==> src/rtl/systolic_mac_pe.sv <==
// Output-stationary systolic PE: multiplies west/north operands, accumulates K products
// through a carry-lookahead adder, forwards both operands one stage downstream.
module systolic_mac_pe #(
  parameter int unsigned DATA_W = 8,
  parameter int unsigned ACC_W  = 32,
  parameter int unsigned K      = 4
) (
  input  logic              clk,
  input  logic              rst,
  input  logic [DATA_W-1:0] a_in,
  input  logic              a_valid_in,
  input  logic [DATA_W-1:0] b_in,
  input  logic              b_valid_in,
  input  logic              clear,
  output logic [DATA_W-1:0] a_out,
  output logic              a_valid_out,
  output logic [DATA_W-1:0] b_out,
  output logic              b_valid_out,
  output logic [ACC_W-1:0]  acc_out,
  output logic              acc_valid,
  output logic              ovf
);

  typedef enum logic {ACC, DONE} state_t;

  state_t              state, state_n;
  logic                fire;
  logic [2*DATA_W-1:0] product;
  logic [ACC_W-1:0]    prod_ext, add_a, sum, acc_n;
  logic                cout, ovf_n;
  logic [31:0]         mac_cnt, cnt_base, cnt_n;

  assign fire     = a_valid_in & b_valid_in;
  assign product  = a_in * b_in;
  assign prod_ext = {{(ACC_W-2*DATA_W){1'b0}}, product};
  // clear restarts from zero, so a fire on the clear cycle becomes the first MAC
  assign add_a    = clear ? '0 : acc_out;
  assign cnt_base = clear ? '0 : mac_cnt;
  assign acc_valid = (state == DONE);

  // Carry-lookahead adder, 4-bit lookahead groups, carry-in tied low
  always_comb begin : cla
    logic [ACC_W-1:0] g, p;
    logic [ACC_W:0]   c;
    logic [3:0]       gg, pp;
    logic             ci;
    g = add_a & prod_ext;
    p = add_a ^ prod_ext;
    c = '0;
    gg = '0;
    pp = '0;
    ci = 1'b0;
    for (int unsigned blk = 0; blk < ACC_W/4; blk++) begin
      gg = g[4*blk +: 4];
      pp = p[4*blk +: 4];
      ci = c[4*blk];
      c[4*blk+1] = gg[0] | (pp[0] & ci);
      c[4*blk+2] = gg[1] | (pp[1] & gg[0]) | (pp[1] & pp[0] & ci);
      c[4*blk+3] = gg[2] | (pp[2] & gg[1]) | (pp[2] & pp[1] & gg[0])
                 | (pp[2] & pp[1] & pp[0] & ci);
      c[4*blk+4] = gg[3] | (pp[3] & gg[2]) | (pp[3] & pp[2] & gg[1])
                 | (pp[3] & pp[2] & pp[1] & gg[0]) | (&pp & ci);
    end
    sum  = p ^ c[ACC_W-1:0];
    cout = c[ACC_W];
  end

  always_comb begin
    state_n = state;
    acc_n   = acc_out;
    cnt_n   = mac_cnt;
    ovf_n   = ovf;
    if (clear) begin
      state_n = ACC;
      acc_n   = '0;
      cnt_n   = '0;
      ovf_n   = 1'b0;
    end
    if (fire && (clear || state == ACC)) begin
      acc_n = sum;
      cnt_n = cnt_base + 32'd1;
      ovf_n = (ovf & ~clear) | cout;
      if (cnt_base == K - 1) state_n = DONE;
    end
  end

  always_ff @(posedge clk) begin
    if (rst) begin
      state       <= ACC;
      mac_cnt     <= '0;
      acc_out     <= '0;
      ovf         <= 1'b0;
      a_out       <= '0;
      a_valid_out <= 1'b0;
      b_out       <= '0;
      b_valid_out <= 1'b0;
    end else begin
      state       <= state_n;
      mac_cnt     <= cnt_n;
      acc_out     <= acc_n;
      ovf         <= ovf_n;
      a_out       <= a_in;
      a_valid_out <= a_valid_in;
      b_out       <= b_in;
      b_valid_out <= b_valid_in;
    end
  end

endmodule

==> config.mk <==
export PLATFORM = sky130hd
export DESIGN_NAME = systolic_mac_pe
export DESIGN_NICKNAME = d
export VERILOG_FILES = /design/src/rtl/systolic_mac_pe.sv
export SDC_FILE = /design/constraint.sdc
export NUM_CORES = 1
export LEC_CHECK = 0
export CORE_MARGIN = 5
export CORE_UTILIZATION = 25
export DETAILED_ROUTE_END_ITERATION = 10
export PLACE_DENSITY = 0.41
export SETUP_SLACK_MARGIN = 0.2
export SKIP_CTS_REPAIR_TIMING = 1
export SYNTH_ARGS = -nofsm -noshare
export SYNTH_HDL_FRONTEND = slang
export SYNTH_SLANG_ARGS = --single-unit
==> constraint.sdc <==
create_clock -name clk -period 11.15 [get_ports clk]
set_input_delay 1.6725 -clock clk [delete_from_list [all_inputs] [get_ports clk]]
set_output_delay 1.6725 -clock clk [all_outputs]
set_load 0.03 [all_outputs]
# [Word level (Yosys, flattened, before mapping)]
# Cells that the tools add are included.
[op_classes] n_reduce_logical=10 n_mul=1 bitwise=198 eq_ne=1 mux=9 addsub=1
[op_table] operator="$mux W32" n=4
[op_table] operator="$and A1 B1 Y1" n=116
[op_table] operator="$or A1 B1 Y1" n=77
[op_table] operator="$add A32 B1 Y32 const B" n=1
[op_table] operator="$and A32 B16 Y32" n=1
[op_table] operator="$eq A32 B2 Y1 const B" n=1
[op_table] operator="$xor A32 B16 Y32" n=1
[op_table] operator="$xor A32 B32 Y32" n=1
[op_table] operator="$reduce_and A4 Y1" n=7
[op_table] operator="$mul A8 B8 Y16" n=1
[op_table] operator="$mux W1" n=5
[op_table] operator="$not A1 Y1" n=2
[op_table] operator="$reduce_bool A2 Y1" n=1
[op_table] operator="$logic_and A1 B1 Y1" n=1
[op_table] operator="$logic_or A1 B1 Y1" n=1
[totals] reg_bits=84 out_inout_bits=52 elab_cells=228

# [Logic depth before layout (Yosys ltp)]
# Gate-level depths: netlist of the first run.
[depth] depth_word=22 depth_mapped=26 ltp_nobuf=25

# [Worst setup path before layout of the first run]
# No wires, ideal clock.
[synth_timing] path_type="input-to-reg" start="input a_in[1]" end="register acc_out[21]" slack_ns=4.161 cell_stages=24 required_time_ns=11.022 n_path_buf=1 arrival_time_ns=6.861 cell_sequence="and2_1 -> fa_1 -> fa_1 -> inv_1 -> fa_1 -> fa_1 -> inv_1 -> ha_1 -> o21ai_0 -> nor2_1 -> o41ai_1 -> o2111ai_1 -> xor2_1 -> ha_1 -> a21o_1 -> and3_1 -> nor4_1 -> a31o_2 -> buf_2 -> nor2_1 -> ha_1 -> nand2_1 -> xor2_1 -> nor2_1"
[synth_via] elab_chain_len=18 elab_cells_between_ends=50 cone_classes="1 x mul; 1 x mux; 45 x bitwise; 3 x reduce/logical"
[synth_lines] item="from (decl)" line="10" text="input logic [DATA_W-1:0] a_in,"
[synth_lines] item="$mul A8 B8 Y16 *" line="34" text="assign product = a_in * b_in;"
[synth_lines] item="$xor A32 B16 Y32 or $and A32 B16 Y32 (tied branches)" line="48, 47"
[synth_lines] item="$and A1 B1 Y1 (on tied branches)" line="61, 62"
[synth_lines] item="$or A1 B1 Y1, or another cell as far along" line="61" text="c[4*blk+4] = gg[3] | (pp[3] & gg[2]) | (pp[3] & pp[2] & gg[1])"
[synth_lines] item="$or A1 B1 Y1 or $and A1 B1 Y1 (tied branches)" line="61, 62"
[synth_lines] item="$or A1 B1 Y1" line="62" text="| (pp[3] & pp[2] & pp[1] & gg[0]) | (&pp & ci);"
[synth_lines] item="$and A1 B1 Y1" line="62"
[synth_lines] item="$or A1 B1 Y1" line="62"
[synth_lines] item="[2 not listed]"
[synth_lines] item="$and A1 B1 Y1" line="62"
[synth_lines] item="$or A1 B1 Y1 *" line="62"
[synth_lines] item="$and A1 B1 Y1 *" line="62"
[synth_lines] item="$or A1 B1 Y1 *" line="62"
[synth_lines] item="$and A1 B1 Y1 *" line="57" text="c[4*blk+1] = gg[0] | (pp[0] & ci);"
[synth_lines] item="$or A1 B1 Y1 *" line="57"
[synth_lines] item="$xor A32 B32 Y32 *" line="64" text="sum = p ^ c[ACC_W-1:0];"
[synth_lines] item="$mux W32 *" line="79" text="if (fire && (clear || state == ACC)) begin"
[synth_lines] item="to (signal assigned)" line="100" text="acc_out <= acc_n;"
[synth_lines] item="to (decl)" line="19" text="output logic [ACC_W-1:0] acc_out,"
# Mark *: on every way between the ends. The rest lies on a longest branch, timed or not.
# A chain may end at the register's enable or synchronous reset.

# [Final worst setup path of the first run]
[layout_timing] start="input b_in[7]" end="register acc_out[17]"
[layout_via] elab_chain_len=15 elab_cells_between_ends=40 cone_classes="1 x mul; 1 x mux; 35 x bitwise; 3 x reduce/logical"
[layout_lines] item="from (decl)" line="12" text="input logic [DATA_W-1:0] b_in,"
[layout_lines] item="$mul A8 B8 Y16 *" line="34"
[layout_lines] item="$xor A32 B16 Y32" line="48" text="p = add_a ^ prod_ext;"
[layout_lines] item="$and A1 B1 Y1 (on tied branches)" line="61, 62"
[layout_lines] item="$or A1 B1 Y1, or another cell as far along" line="61"
[layout_lines] item="$or A1 B1 Y1 or $and A1 B1 Y1 (tied branches)" line="61, 62"
[layout_lines] item="$or A1 B1 Y1 (2 in a row)" line="62"
[layout_lines] item="$and A1 B1 Y1" line="62"
[layout_lines] item="$or A1 B1 Y1" line="62"
[layout_lines] item="$and A1 B1 Y1" line="62"
[layout_lines] item="$or A1 B1 Y1 *" line="62"
[layout_lines] item="$and A1 B1 Y1 *" line="57"
[layout_lines] item="$or A1 B1 Y1 *" line="57"
[layout_lines] item="$xor A32 B32 Y32 *" line="64"
[layout_lines] item="$mux W32 *" line="79"
# Marked as above.

==> impl_metrics.env, run 1 <==
export IMPL_outcome="complete, no violations"
export IMPL_gp_congestion=0.755
export IMPL_ys_seq_area_share_pct=26.2
export IMPL_core_area_mm2=0.0253
export IMPL_cp_start_kind="input pin"
export IMPL_tightest_slew_ps=708
export IMPL_p_leak_nw=3.13
export IMPL_crit_arrival_ps=8330
export IMPL_synth_top_area_share_pct=26.2
export IMPL_synth_cell_types=59
export IMPL_intPower_w=0.000778
export IMPL_syn_area_per_cell_um2=8.48
export IMPL_synth_common_cells="84 x dfxtp_1, 73 x nand2_1, 70 x inv_1"
export IMPL_critPathKind="input pin to flip-flop"
export IMPL_drtIter0Drc=243
export IMPL_hp_class="flip-flop to flip-flop"
export IMPL_vias_per_cell=4.53
export IMPL_fp_dieH_um=170
export IMPL_rsz0062_at_grt="no"
export IMPL_grt_max_degree=63
export IMPL_timing_rr_start="acc_out[1]"
export IMPL_globalRouteTotalUtil_pct=12.1
export IMPL_final_nets=938
export IMPL_wirelength_um=16900
export IMPL_place_ws_ps=2630
export IMPL_seqPwrFrac_pct=25.1
export IMPL_cts_buffers=9
export IMPL_multi_input_area_mm2=0.00438
export IMPL_crit_required_ps=11360
export IMPL_yosysMostFrequentCell="dfxtp_1"
export IMPL_ys_flop_type="dfxtp_1"
export IMPL_mappedNetlistNets=873
export IMPL_die_w_um=170
export IMPL_async_flop_share_pct=0
export IMPL_start_util_pct=25.4
export IMPL_root_buffer="clkbuf_16"
export IMPL_ant_nets=0
export IMPL_power_density_mw_per_mm2=164
export IMPL_grt_busiest_layer="met2"
export IMPL_die_area_mm2=0.0290
export IMPL_synth_edf_count=0
export IMPL_grt_first_pass_wirelength_um=28100
export IMPL_p_total_w=0.00128
export IMPL_synth_warnings=0
export IMPL_p_sw_share_pct=39.3
export IMPL_yosys_register_bits=84
export IMPL_routedWlPerCell_um=14.6
export IMPL_relSlewSlack_pct=52.8
export IMPL_switchingPower_w=0.000503
export IMPL_use_met1_pct=17.4
export IMPL_fill_cells=2696
export IMPL_drc=0
export IMPL_crit_fanout=14
export IMPL_reg2reg_to="acc_out[17]"
export IMPL_io_pins=73
export IMPL_rrSetupSlack_ps=8180
export IMPL_io_buffer_count=72
export IMPL_synth_cells=757
export IMPL_rows=58
export IMPL_clkLatencyLatePin_ps=350
export IMPL_antenna_found_initial=0
export IMPL_hpwl_um=12700
export IMPL_p_comb_share_pct=48.2
export IMPL_p_clk_share_pct=26.7
export IMPL_cts_sinks=84
export IMPL_met2_usage_pct=18.5
export IMPL_grt_pass1_vias=5240
export IMPL_regArea_mm2=0.00168
export IMPL_grt_overflow_total=0
export IMPL_maxCapViolations=0
export IMPL_yosysTopAreaCell="dfxtp_1"
export IMPL_syn_area_mm2=0.00642
export IMPL_slew_viol_final=0
export IMPL_critPathCapture="acc_out[17]"
export IMPL_syn_to_final_growth_pct=21.7
export IMPL_layout_drive_gt1_share_pct=4.47
export IMPL_met3_usage_pct=2.09
export IMPL_ctsLongestPathBuffers=2
export IMPL_htreeDepth=3
export IMPL_finalSetupViolCount=0
export IMPL_hold_violations=0
export IMPL_peakVddDrop_mv=0.0787
export IMPL_diodes=0
export IMPL_reg2reg_depth=11
export IMPL_cts_tree="done"
export IMPL_period_share_pct=72.8
export IMPL_startpoint="b_in[7]"
export IMPL_dr_pass1_iters=4
export IMPL_num_vias=5237
export IMPL_finalCriticalPeriod_ps=8120
export IMPL_worst_slack_ps=3030
export IMPL_end_kind="flip-flop"
export IMPL_synth_area_leaders="dfxtp_1 26%, fa_1 12%, ha_1 11%"
export IMPL_clk_pin_slew_ps=70
export IMPL_fmax_ghz=0.123
export IMPL_fin_tns_setup_ps=0
export IMPL_finClkSkew_ps=6.83
## registers in the layout, summed over array words and instances (netlist names)
register,cells
ovf,1
acc_out,32
a_out,8
b_valid_out,1
acc_valid,1
b_out,8
mac_cnt,32
a_valid_out,1
## logic make-up (layout without fill, tap and decap cells)
family,Yosys count,count (layout),share of synthesized area (%)
compound gates,107,107,10.4
xor+xnor,45,45,6.14
fa+ha+maj,95,95,23.2
buf+inv,93,163,5.61
flops,84,84,26.2
mux,2,2,0.331
simple gates,331,331,28.1
## layer usage
| layer | vias to the layer above | wire length (µm) |
|---|---|---|
| met4 | 0 | 122 |
| met2 | 67 | 7550 |
| li1 | 2682 | - |
| met5 | - | 0 |
| met1 | 2480 | 8590 |
| met3 | 8 | 681 |
## worst max-delay path, cell delays in order
cell and delay [ps]:
clkdlybuf4s50_1 640, nand2_1 130, fa_1 540, fa_1 560, inv_1 60, fa_1 520
inv_1 50, fa_1 520, inv_1 40, ha_1 320, o21ai_0 90, nor2_1 100
o41ai_1 380, o2111ai_1 240, xor2_1 190, ha_1 350, a21o_1 220, and3_1 190
nor4_1 320, a31o_2 390, clkinv_1 290, ha_1 270, nand2_1 70, xnor2_1 120
nor2_1 60
## power groups by stage
stage / registers [W] / logic [W] / clock network (W)
finish: 0.000321 / 0.000617 / 0.000342
global route: 0.000323 / 0.000711 / 0.000365
CTS: 0.000322 / 0.000632 / 0.000355
detailed placement: 0.000328 / 0.000625 / 0
global placement: 0.000328 / 0.000633 / 0
floorplan: 0.000355 / 0.000445 / 0
## cell type report
class,count,share of cell area (%)
clock buffer,10,2.93
clock inverter,6,1.23
inverter,71,3.41
multi-input combinational,580,56.1
sequential,84,21.5
tap,330,5.29
timing repair buffer,76,9.55
## metrics by stage
stage          hold slack [ps]  util [%]  instance area, µm²  cells
6_report                   463      30.9                7810   1157
5_1_grt                    519      30.9                7810   1157
4_1_cts                    475      30.9                7810   1157
3_5_place_dp               458      29.6                7490   1141
3_3_place_gp               456      29.6                7490   1141
2_1_floorplan              471         -                6420    757
## cells in the final DEF (no fill, tap or decap), types with 3 or more instances in the layout
cell type and count:
fa_1 40, a21o_1 6, o21ba_2 3, nor2b_1 39, a21oi_1 40, clkbuf_16 9, xnor2_1 33, clkdlybuf4s50_1 71
nor3_1 15, nand3_1 18, o21a_1 5, nor4_2 3, xor2_1 12, and2_1 51, ha_1 55, nand4_1 12
and3_1 6, o211ai_1 3, dfxtp_1 84, a211oi_1 8, o21ai_0 23, or3_1 15, buf_4 4, nand2_1 73
o31ai_1 4, inv_1 70, nor4_1 9, nor2_1 60, and2b_1 3, nand3b_1 7, nor3b_1 3
## how the worst min path moves through the flow
stage                     start          end  slack (ps)  cells after the start
finish                      ovf          ovf         460                      2
global route        mac_cnt[20]  mac_cnt[20]         520                      2
CTS                         ovf          ovf         470                      2
detailed placement          ovf          ovf         460                      2
global placement            ovf          ovf         460                      2
floorplan           mac_cnt[21]  mac_cnt[21]         470                      2
Power figures use the tool's default switching activity.
==> run 2: changes to the inputs <==
- clock period: 11.15 -> 7.6 ns (I/O delays scaled with it)
==> impl_metrics.env, run 2 (same netlist as run 1, synthesis figures left out) <==
export IMPL_outcome="complete, no violations"
export IMPL_cts_sinks=84
export IMPL_finish_utilization_pct=31.4
export IMPL_rrSetupSlack_ps=4990
export IMPL_crit_fanout=6
export IMPL_p_clk_share_pct=24.4
export IMPL_antenna_found_initial=0
export IMPL_cts_tree="done"
export IMPL_ctsLongestPathBuffers=2
export IMPL_finalCriticalPeriod_ps=7090
export IMPL_num_vias=5291
export IMPL_cts_buffers=9
export IMPL_die_area_mm2=0.0290
export IMPL_maxCapViolations=0
export IMPL_final_nets=956
export IMPL_grt_overflow_total=0
export IMPL_ant_nets=0
export IMPL_hold_violations=0
export IMPL_period_share_pct=93.3
export IMPL_vias_per_cell=4.50
export IMPL_root_buffer="clkbuf_16"
export IMPL_crit_chain="clkdlybuf4s50_1 > buf_4 > and2_1 > fa_1 > fa_1 > fa_1 > inv_1 > fa_1 > inv_1 > ha_1 > or3_1 > o22ai_1 > o21ai_0 > o41ai_2 > xnor2_1 > ha_1 > a21o_1 > o22a_1 > a21oi_2 > a31o_2 > buf_4 > or4_1 > a21oi_1"
export IMPL_post_place_cells=1158
export IMPL_final_cell_mix="84 x dfxtp_1, 73 x nand2_1, 71 x clkdlybuf4s50_1"
export IMPL_switchingPower_w=0.000768
export IMPL_tightest_slew_ps=728
export IMPL_startpoint="b_in[4]"
export IMPL_finClkSkew_ps=11.8
export IMPL_final_cell_count_no_fill=1175
export IMPL_critPathSlowestCell="fa_1"
export IMPL_p_comb_share_pct=50.3
export IMPL_gp_congestion=0.783
export IMPL_hp_class="flip-flop to flip-flop"
export IMPL_final_common_cell="dfxtp_1"
export IMPL_regArea_mm2=0.00168
export IMPL_syn_to_final_growth_pct=23.7
export IMPL_crit_arrival_ps=7370
export IMPL_die_w_um=170
export IMPL_intPower_w=0.00110
export IMPL_dr_pass1_iters=4
export IMPL_p_sw_share_pct=41.2
export IMPL_hold_slack_ps=473
export IMPL_layout_drive_gt1_share_pct=7.10
export IMPL_globalRouteTotalUtil_pct=12.3
export IMPL_wirelength_um=17300
export IMPL_crit_top_cell="fa_1"
export IMPL_end_kind="flip-flop"
export IMPL_drc=0
export IMPL_grt_first_pass_wirelength_um=28700
export IMPL_clkLatencyLatePin_ps=360
export IMPL_grt_pass1_vias=5220
export IMPL_cp_start_kind="input pin"
export IMPL_htreeDepth=3
export IMPL_core_area_mm2=0.0253
export IMPL_start_util_pct=25.4
export IMPL_fin_tns_setup_ps=0
export IMPL_cpPeakStageDelay_ps=560
export IMPL_peakVddDrop_mv=0.142
export IMPL_relSlewSlack_pct=51.4
export IMPL_largest_registers="acc_out x32, mac_cnt x32"
export IMPL_fmax_ghz=0.141
export IMPL_rsz0062_at_grt="no"
export IMPL_p_total_w=0.00186
export IMPL_multi_input_area_mm2=0.00441
export IMPL_whs_path_depth=2
export IMPL_reg2reg_depth=11
export IMPL_hold_path_startpoint="ovf"
export IMPL_slew_viol_final=0
export IMPL_drtIter0Drc=220
export IMPL_crit_required_ps=7880
export IMPL_io_buffer_count=72
export IMPL_grt_max_degree=50
export IMPL_seqPwrFrac_pct=25.3
export IMPL_hpwl_um=13100
export IMPL_finalSetupViolCount=0
export IMPL_timing_rr_start="acc_out[1]"
export IMPL_routedWlPerCell_um=14.7
export IMPL_rows=58
export IMPL_p_leak_nw=3.22
export IMPL_power_density_mw_per_mm2=235
export IMPL_critPathKind="input pin to flip-flop"
export IMPL_critPathCapture="acc_out[24]"
export IMPL_clk_pin_slew_ps=80
export IMPL_diodes=0
export IMPL_reg2reg_to="acc_out[17]"
export IMPL_io_pins=73
export IMPL_fill_cells=2730
export IMPL_fp_dieH_um=170
[run 2: cell types whose count changed in the layout (fill, tap and decap cells not counted), moves of 2 or more]
cell | previous run | this run
bufinv_16 | 2 | 0
o41ai_1 | 2 | 0
buf_4 | 4 | 22
o41ai_2 | 0 | 2
[run 2: final cells by class]
type | instances | area share (%)
multi-input combinational | 580 | 55.5
sequential | 84 | 21.2
timing repair buffer | 94 | 11.1
tap | 330 | 5.20
inverter | 71 | 3.36
clock buffer | 9 | 2.84
clock inverter | 7 | 0.867
[run 2: power by group through the flow]
stage / clock, W / combinational, W / sequential (W)
2_1_floorplan: 0 / 0.000653 / 0.000521
3_3_place_gp: 0 / 0.000940 / 0.000481
3_5_place_dp: 0 / 0.000927 / 0.000482
4_1_cts: 0.000472 / 0.000937 / 0.000472
5_1_grt: 0.000491 / 0.00106 / 0.000475
6_report: 0.000454 / 0.000938 / 0.000471
[run 2: critical path, delay by kind of cell]
family,cells,cell delay [ps]
fa+ha+maj,6,2590
compound gates,8,1520
simple gates,3,980
buf+inv,5,970
xor+xnor,1,170
[run 2: through the flow]
stage,worst slack [ps],area (µm²)
3_5_place_dp,58.9,7610
6_report,506,7940
5_1_grt,181,7940
3_3_place_gp,116,7610
4_1_cts,427,7910
2_1_floorplan,1140,6420
[run 2: worst min-delay path by stage]
stage	to
after floorplan	mac_cnt[21]
after global placement	ovf
after detailed placement	ovf
after CTS	ovf
after global routing	mac_cnt[21]
final	ovf
[run 2: per-layer routing]
layer | track usage [%] | up-vias | share of wire (%)
li1 | - | 2721 | -
met3 | 2.39 | 12 | 3.6
met4 | 3.23 | 0 | 1.2
met5 | 0 | - | 0
met2 | 18.2 | 54 | 43
met1 | 18.2 | 2504 | 52
==> run 3: changes to the inputs <==
- ABC_CLOCK_PERIOD_IN_PS: not set -> 7600
==> results of run 3 <==
Same layout as run 2: the final DEF is identical, and so are final timing and power.
